===== src/rtl/vend_sequencer.sv =====
// Vending transaction controller: coin credit, priced selection,
// vend handshake and greedy one-coin-per-cycle change payout.
module vend_sequencer #(
    parameter int PRICE_A1   = 75,
    parameter int PRICE_A2   = 100,
    parameter int PRICE_A3   = 125,
    parameter int PRICE_B1   = 50,
    parameter int PRICE_B2   = 150,
    parameter int PRICE_B3   = 200,
    parameter int PRICE_C1   = 25,
    parameter int PRICE_C2   = 250,
    parameter int PRICE_C3   = 65,
    parameter int MAX_CREDIT = 1000
) (
    input  logic        clock,
    input  logic        reset,
    input  logic [5:0]  coin,
    input  logic [8:0]  sel,
    input  logic        cancel,
    input  logic        vend_ack,
    input  logic        chg_ready,
    output logic [1:0]  state,
    output logic [10:0] credit,
    output logic [10:0] price_disp,
    output logic        vend_valid,
    output logic [8:0]  vend_item,
    output logic        chg_valid,
    output logic [5:0]  chg_coin,
    output logic        coin_reject,
    output logic        insufficient
);

    typedef enum logic [1:0] {
        IDLE   = 2'd0,
        CREDIT = 2'd1,
        VEND   = 2'd2,
        CHANGE = 2'd3
    } state_t;

    localparam logic [11:0] MAX_C = 12'(MAX_CREDIT);

    state_t      state_q, state_d;
    logic [10:0] credit_q, credit_d;
    logic [10:0] price_q, price_d;
    logic [8:0]  item_q, item_d;
    logic [5:0]  chg_q, chg_d;
    logic        reject_q, reject_d;
    logic        insuff_q, insuff_d;

    logic        coin_ok, sel_ok, coin_fits, coin_take;
    logic [10:0] coin_val, sel_price, add_val, paid_val;

    function automatic logic [10:0] coin_value(input logic [5:0] c);
        logic [10:0] v;
        case (c)
            6'b000001: v = 11'd5;
            6'b000010: v = 11'd10;
            6'b000100: v = 11'd25;
            6'b001000: v = 11'd50;
            6'b010000: v = 11'd100;
            6'b100000: v = 11'd500;
            default:   v = 11'd0;
        endcase
        return v;
    endfunction

    function automatic logic [10:0] price_of(input logic [8:0] s);
        logic [10:0] p;
        case (s)
            9'h001:  p = 11'(PRICE_A1);
            9'h002:  p = 11'(PRICE_A2);
            9'h004:  p = 11'(PRICE_A3);
            9'h008:  p = 11'(PRICE_B1);
            9'h010:  p = 11'(PRICE_B2);
            9'h020:  p = 11'(PRICE_B3);
            9'h040:  p = 11'(PRICE_C1);
            9'h080:  p = 11'(PRICE_C2);
            9'h100:  p = 11'(PRICE_C3);
            default: p = 11'd0;
        endcase
        return p;
    endfunction

    // Largest coin not exceeding the remaining credit.
    function automatic logic [5:0] greedy(input logic [10:0] c);
        logic [5:0] g;
        if (c >= 11'd500)      g = 6'b100000;
        else if (c >= 11'd100) g = 6'b010000;
        else if (c >= 11'd50)  g = 6'b001000;
        else if (c >= 11'd25)  g = 6'b000100;
        else if (c >= 11'd10)  g = 6'b000010;
        else if (c >= 11'd5)   g = 6'b000001;
        else                   g = 6'b000000;
        return g;
    endfunction

    assign coin_ok   = (coin != '0) && ((coin & (coin - 6'd1)) == '0);
    assign sel_ok    = (sel != '0) && ((sel & (sel - 9'd1)) == '0);
    assign coin_val  = coin_value(coin);
    assign sel_price = price_of(sel);
    assign paid_val  = coin_value(chg_q);
    assign coin_fits = ({1'b0, credit_q} + {1'b0, coin_val}) <= MAX_C;
    assign coin_take = coin_ok && coin_fits &&
                       (state_q == IDLE || state_q == CREDIT);
    assign add_val   = coin_take ? coin_val : 11'd0;

    always_comb begin
        state_d  = state_q;
        credit_d = credit_q;
        price_d  = price_q;
        item_d   = item_q;
        reject_d = (coin != '0) && !coin_take;
        insuff_d = 1'b0;
        case (state_q)
            IDLE: begin
                credit_d = credit_q + add_val;
                if (sel_ok) price_d = sel_price;
                if (coin_take) state_d = CREDIT;
            end
            CREDIT: begin
                credit_d = credit_q + add_val;
                if (cancel) begin
                    state_d = CHANGE;
                end else if (sel_ok) begin
                    price_d = sel_price;
                    // Price is checked against the pre-coin credit.
                    if (credit_q >= sel_price) begin
                        credit_d = credit_q - sel_price + add_val;
                        item_d   = sel;
                        state_d  = VEND;
                    end else begin
                        insuff_d = 1'b1;
                    end
                end
            end
            VEND: begin
                if (vend_ack) begin
                    item_d  = '0;
                    state_d = (credit_q != '0) ? CHANGE : IDLE;
                end
            end
            CHANGE: begin
                if (chg_q != '0 && chg_ready) begin
                    credit_d = credit_q - paid_val;
                    if (credit_d == '0) state_d = IDLE;
                end
            end
            default: state_d = IDLE;
        endcase
        chg_d = (state_d == CHANGE) ? greedy(credit_d) : 6'd0;
    end

    always_ff @(posedge clock or posedge reset) begin
        if (reset) begin
            state_q  <= IDLE;
            credit_q <= '0;
            price_q  <= '0;
            item_q   <= '0;
            chg_q    <= '0;
            reject_q <= 1'b0;
            insuff_q <= 1'b0;
        end else begin
            state_q  <= state_d;
            credit_q <= credit_d;
            price_q  <= price_d;
            item_q   <= item_d;
            chg_q    <= chg_d;
            reject_q <= reject_d;
            insuff_q <= insuff_d;
        end
    end

    assign state        = state_q;
    assign credit       = credit_q;
    assign price_disp   = price_q;
    assign vend_valid   = (state_q == VEND);
    assign vend_item    = item_q;
    assign chg_valid    = (chg_q != '0);
    assign chg_coin     = chg_q;
    assign coin_reject  = reject_q;
    assign insufficient = insuff_q;

endmodule


===== config.mk =====
export PLATFORM = sky130hd
export DESIGN_NAME = vend_sequencer
export DESIGN_NICKNAME = d
export VERILOG_FILES = /design/src/rtl/vend_sequencer.sv
export SDC_FILE = /design/constraint.sdc
export NUM_CORES = 1
export LEC_CHECK = 0
export BUFFER_PORTS_ARGS = -buffer_cell sky130_fd_sc_hd__buf_2
export CAP_MARGIN = 5
export CORE_ASPECT_RATIO = 0.5
export CORE_MARGIN = 4
export CORE_UTILIZATION = 57
export CTS_CLUSTER_DIAMETER = 100
export DETAILED_ROUTE_END_ITERATION = 16
export PLACE_DENSITY = 0.78
export RECOVER_POWER = 25
export SLEW_MARGIN = 20
export SYNTH_ARGS = -nofsm -noshare
export SYNTH_HDL_FRONTEND = slang
export SYNTH_SLANG_ARGS = --single-unit

===== constraint.sdc =====
create_clock -name clock -period 10.6 [get_ports clock]
set_clock_uncertainty 0.1 [all_clocks]
set_input_delay 2.12 -clock clock [delete_from_list [all_inputs] [get_ports clock]]
set_output_delay 2.12 -clock clock [all_outputs]
set_load 0.005 [all_outputs]

==> reports/qor.csv, run 1 <==
metric;value;unit
Non-Filler Instances;826;
Mean Syn Cell Area;7.789;um^2
Ports;63;
post-synth top area share;18.19;%
failing checks;max-capacitance violations, max-slew violations;
crit path from;coin[0];
Nets;789;
antenna violations before repair;0;
DP Area;5564;um^2
Syn-to-layout area delta;10.46;%
worst vdd ir;189.0;uV
TritonCTS sink count;38;
drt pass-1 iters;6;
count of final max-slew check failures;39;
area of the core;8828;um^2
largest net degree at the start of global routing;39;
Routed WL;15860;um
Die Span X;143.4;um
leakage;2.678;nW
FP Rows;24;
Least-Margin Pin Slew;2.005;ns
gr ovfl total;0;
crit-path max FO;18;
Critical Path Source Type;input pin;
Yosys reg bits;38;
Netlist Area Pre-Place;5226;um^2
Via density;6.368;
Synth async-reset ratio;100.0;%
Final period util;83.04;%
synthesized netlist cell count;671;
TritonCTS buffer count;5;
CP peak stage delay;0.57;ns
Die Ht;75.71;um
wire length per cell;19.20;um
worst skew pair latency;0.28;ns
clk slew on worst S/H paths;0.06;ns
remaining antenna violation count;0;
status;finished, violations left;
vias;5260;
final instance area;5773;um^2
Post-synth EDFFs;0;
dpl ws;1.698;ns
Primary FF master, synth;dfrtp_1;
synth unique cells;81;
R2R Path Start;credit[0]$_DFF_PP0_;
antenna cells;0;
gpl congestion;1.027;
DP Cell Count;818;
CTS tree;done;
leading area contributor after synthesis;dfrtp_1;
Max Fclk;0.1136;GHz
Max-Cap Viols;1;
RSZ-0062 raised after global routing;no;
Iter 0 DRT Violations;415;
origin of the worst min-delay path;vend_item[8]$_DFFE_PP0P_;
total track usage;29.70;%
Bufs on Longest Clock Path;2;
Fin. Hold Viols;0;
Final WS setup;1.798;ns
# DRC;0;
count of final setup violators;0;
critical path endpoint category;register;
Initial Utilization;59.20;%
WP data required;10.69;ns
post-cts hold buffer count;0;
Hold Worst Slack;0.3716;ns
top post-synthesis cells by area;dfrtp_1 18%, ha_1 12%, xnor2_1 4.9%;
Port Buffers;59;
CP arrival;8.89;ns
Crit-path slowest cell;or4_1;
Post CTS Setup Buffer Count;0;
layout cell share with drive strength beyond 1;13.26;%
Warnings, synthesis;0;
Final TNS setup;0;ns
die area;10860;um^2
first-pass GRT wire length;24870;um
Clock Tree Root;clkbuf_16;
Seq/Total Area, Yosys;18.19;%
Crit Path Category;in2reg;
DP HPWL;12430;um
htree depth;2;
CP Cell Sequence;buf_2 > or3_1 > nor3_1 > ha_1 > a21oi_1 > o21bai_1 > a21oi_1 > or4_1 > o21ai_0 > nor4_1 > o311ai_4 > or4_1 > fa_1 > fa_1 > nor2b_1 > o211ai_1 > a21boi_0 > o41ai_1 > xnor2_1 > a311o_1 > or2_1 > a311oi_1 > nor4b_2;
Hold Crit Class;reg2reg;
fin crit period;8.802;ns
vias in the first global route;4640;
Slew headroom;-33.66;%
Power Density;276.3;nW/um^2
Post-CTS Resized;0;
## metrics by stage
stage,utilization (%),total power [W]
after global placement,63.02,0.001334
after detailed placement,63.02,0.001344
after global routing,65.39,0.001719
final,65.39,0.001595
after CTS,65.28,0.001555
after floorplan,-,0.001048
## cell type report
| type | instances | area [um^2] |
|---|---|---|
| Clock buffer | 6 | 138.9 |
| Clock inverter | 2 | 60.06 |
| Fill cell | 794 | 3055 |
| Inverter | 57 | 214.0 |
| Multi-Input combinational cell | 542 | 3934 |
| Sequential cell | 38 | 950.9 |
| Tap cell | 117 | 146.4 |
| Timing Repair Buffer | 64 | 329.1 |
## cell usage after synthesis, types with 5 or more instances
cell / n
nand2_1: 64
inv_1: 55
ha_1: 50
o21ai_0: 46
a21oi_1: 42
dfrtp_1: 38
nor2_1: 36
xnor2_1: 29
nor3_1: 26
clkbuf_1: 25
nand3_1: 19
xor2_1: 19
o211ai_1: 14
nand2b_1: 13
a21o_1: 12
a211oi_1: 11
fa_1: 11
a31oi_1: 10
nor2b_1: 9
nor4_1: 9
or3_1: 8
nand4_1: 7
o21a_1: 7
buf_1: 5
mux2i_1: 5
## layout by cell type, fill, tap and decap left out, drive strengths merged, types with 4 or more instances in the layout
master,synthesis,layout
a211oi,11,11
a21boi,6,6
a21o,12,12
a21oi,43,43
a311oi,4,4
a31oi,10,10
and2,4,4
buf,11,63
clkbuf,25,7
dfrtp,38,38
fa,11,11
ha,50,50
inv,55,55
mux2i,5,5
nand2,64,64
nand2b,13,13
nand3,19,19
nand3b,4,4
nand4,7,7
nor2,36,36
nor2b,9,9
nor3,27,27
nor4,11,11
o211ai,14,14
o21a,7,7
o21ai,46,46
o31ai,6,6
or3,9,9
or4,4,4
xnor2,29,29
xor2,19,19
## worst paths after layout
path	endpoint	slack (ns)	cells past startpoint
worst max-delay path	chg_coin[3]$_DFF_PP0_	1.80	23
worst min-delay path	vend_item[8]$_DFFE_PP0P_	0.37	2
worst max register to register	chg_coin[3]$_DFF_PP0_	3.53	22
worst min register to register	vend_item[8]$_DFFE_PP0P_	0.37	2
max in group asynchronous	price_disp[2]$_DFFE_PP0P_	6.78	3
min in group asynchronous	vend_item[4]$_DFFE_PP0P_	2.47	3
## power by group
part	total, W	switching, W	internal, W
clock network	0.000203	0.0000612	0.000141
registers	0.000268	0.0000841	0.000184
logic	0.00112	0.000684	0.000440
## kinds of logic (layout without fill, tap and decap cells)
kind of cell             count (synthesis)  count (layout)  synth area share, %
adder cells (fa/ha/maj)                 62              62                16.38
other                                    1               3              0.07175
flip-flops                              38              38                18.19
multiplexers                             8               8                1.604
AND/OR/NAND/NOR                        222             222                22.34
XOR/XNOR                                48              48                8.044
buffers and inverters                   93             129                7.087
AO/OA/AOI/OAI                          199             199                26.29
## worst max-delay path: cells and delay by family
family                   cells  cell delay, ns
AND/OR/NAND/NOR              8            2.87
buffers and inverters        1            0.16
AO/OA/AOI/OAI               10            2.30
XOR/XNOR                     1            0.14
adder cells (fa/ha/maj)      3            1.31
## sequential cells by signal, summed over array words and instances (netlist names)
| name | count |
|---|---|
| insufficient | 1 |
| coin_reject | 1 |
| price_disp | 8 |
| state | 2 |
| vend_item | 9 |
| chg_coin | 6 |
| credit | 11 |
## routing by layer
layer	routed length [um]	global-route usage (%)	share of wire, %
met5	0	0	0
met4	225	4.906	1.4
met2	6445	44.02	41
met3	1880	9.530	12
met1	7307	43.19	46
(Power assumes the default switching activity.)
==> inputs of run 2 (changes only) <==
==> constraint.sdc (replaced) <==
create_clock -name clock -period 9.18 [get_ports clock]
set_clock_uncertainty 0.1 [all_clocks]
set_input_delay 1.836 -clock clock [delete_from_list [all_inputs] [get_ports clock]]
set_output_delay 1.836 -clock clock [all_outputs]
set_load 0.005 [all_outputs]
==> run 2 against run 1 <==
  * The flow still finishes with violations (max-capacitance violations, max-slew violations)
  * Clock-buffer cell count shrank 1
  * First-iteration DRC count grew 18%
  * Power grew 12%
  * Via count shrank 1.4%
  * Non-clock buffer count is the same
  * Final area shrank 0.76%
  * Routed wire length shrank 2.9%
  * Sequential share of layout area grew 0.13 points
  * Critical path type unchanged
  * Largest power group unchanged
  * Highest routed layer unchanged
==> reports/qor.csv, run 2 (synthesized netlist as in run 1, its figures left out) <==
metric;value;unit
status;finished, violations left;
failing checks;max-capacitance violations, max-slew violations;
vias in the first global route;4629;
# DRC;0;
Storage cell area;950.9;um^2
drt pass-1 iters;5;
antenna cells;0;
Initial Utilization;59.20;%
FP Rows;24;
CTS tree;done;
max reg flops;11;
WP data required;9.25;ns
count of final max-slew check failures;39;
Critical Path Source Type;input pin;
first-pass GRT wire length;24460;um
multi-input logic area;3924;um^2
Post CTS Setup Buffer Count;0;
Crit Path Category;in2reg;
Clock Tree Root;clkbuf_16;
worst skew pair latency;0.27;ns
RSZ-0062 raised after global routing;no;
Syn-to-layout area delta;9.624;%
Design Power;0.001790;W
DP HPWL;12130;um
post-cts hold buffer count;0;
Via density;6.280;
vias;5187;
critical path endpoint category;register;
Die Span X;143.4;um
commonest non-fill, non-tap cell in the layout;nand2_1;
Fin. Hold Viols;0;
Util after Layout;64.90;%
count of final setup violators;0;
fin crit period;8.366;ns
Hold Crit Class;reg2reg;
TritonCTS buffer count;5;
TritonCTS sink count;38;
Ports;63;
remaining antenna violation count;0;
Die Ht;75.71;um
most frequent cells in the layout;64 x nand2_1, 59 x buf_2, 55 x inv_1;
leakage;2.663;nW
layout cell share with drive strength beyond 1;13.26;%
clk slew on worst S/H paths;0.06;ns
Port Buffers;59;
Sw Ratio;52.69;%
total track usage;28.86;%
crit-path max FO;18;
worst vdd ir;184.1;uV
largest net degree at the start of global routing;39;
Least-Margin Pin Slew;2.009;ns
die area;10860;um^2
Final TNS setup;0;ns
Max Fclk;0.1195;GHz
Routed WL;15400;um
Fillers;787;
area of the core;8828;um^2
DP Area;5564;um^2
Nets;789;
Combinational Power Share;72.1;%
CP arrival;8.44;ns
Slew headroom;-33.92;%
antenna violations before repair;0;
sw power;0.0009432;W
final instance area;5729;um^2
Reg power frac;17.1;%
Bufs on Longest Clock Path;2;
htree depth;2;
cell-internal power;0.0008467;W
gr ovfl total;0;
Iter 0 DRT Violations;489;
Post-CTS Resized;0;
Max-Cap Viols;1;
gpl congestion;1.035;
wire length per cell;18.64;um
clock network power share;10.8;%
Final period util;91.13;%
Power Density;312.4;nW/um^2
[run 2: layout make-up]
cell class / count / area share, %
Multi-Input combinational cell: 542 / 68.49
Clock inverter: 3 / 0.6988
Sequential cell: 38 / 16.60
Tap cell: 117 / 2.555
Timing Repair Buffer: 64 / 5.744
Clock buffer: 5 / 2.184
Inverter: 57 / 3.734
[run 2: power by group through the flow]
stage	sequential (W)	clock (W)	combinational, W
6_report	0.000306	0.000194	0.00129
5_1_grt	0.000312	0.000204	0.00143
4_1_cts	0.000300	0.000196	0.00125
3_5_place_dp	0.000304	0	0.00124
3_3_place_gp	0.000303	0	0.00123
2_1_floorplan	0.000269	0	0.000941
[run 2: worst max-delay path, stage by stage]
cell	delay, ns
buf_2	0.15
or3_1	0.45
nor3_1	0.38
ha_1	0.32
a21oi_1	0.21
o21bai_1	0.09
a21oi_1	0.31
or4_1	0.16
o21ai_0	0.07
nor4_1	0.32
o311ai_2	0.37
or4_1	0.59
fa_1	0.52
fa_1	0.45
nor2b_1	0.25
o211ai_1	0.12
a21boi_0	0.28
o41ai_1	0.12
xnor2_1	0.13
a311o_1	0.43
or2_1	0.31
a311oi_1	0.30
nor4b_2	0.27
[run 2: worst paths after layout]
path	cells after the start	endpoint	from	slack, ns
worst max-delay path	23	chg_coin[3]$_DFF_PP0_	coin[0]	0.81
worst min-delay path	2	vend_item[5]$_DFFE_PP0P_	vend_item[5]$_DFFE_PP0P_	0.37
worst max register to register	22	chg_coin[3]$_DFF_PP0_	credit[0]$_DFF_PP0_	2.27
worst min register to register	2	vend_item[5]$_DFFE_PP0P_	vend_item[5]$_DFFE_PP0P_	0.37
max in group asynchronous	3	price_disp[2]$_DFFE_PP0P_	reset	5.66
min in group asynchronous	3	vend_item[4]$_DFFE_PP0P_	reset	2.18
[run 2: stage by stage]
| step | setup WS, ns | std cells | hold WS (ns) |
|---|---|---|---|
| finish | 0.8139 | 826 | 0.3748 |
| global route | 0.1069 | 826 | 0.3925 |
| CTS | 0.8801 | 826 | 0.3797 |
| detailed placement | 0.6192 | 818 | 0.3664 |
| global placement | 0.8442 | 818 | 0.3590 |
| floorplan | 1.268 | 673 | 0.3726 |
[run 2: layer usage]
layer / track usage, % / part of all wire (%) / wire, um
met5: 0 / 0 / 0
met4: 3.862 / 0.90 / 138
met3: 10.72 / 12 / 1918
met2: 42.68 / 40 / 6141
met1: 41.50 / 47 / 7199
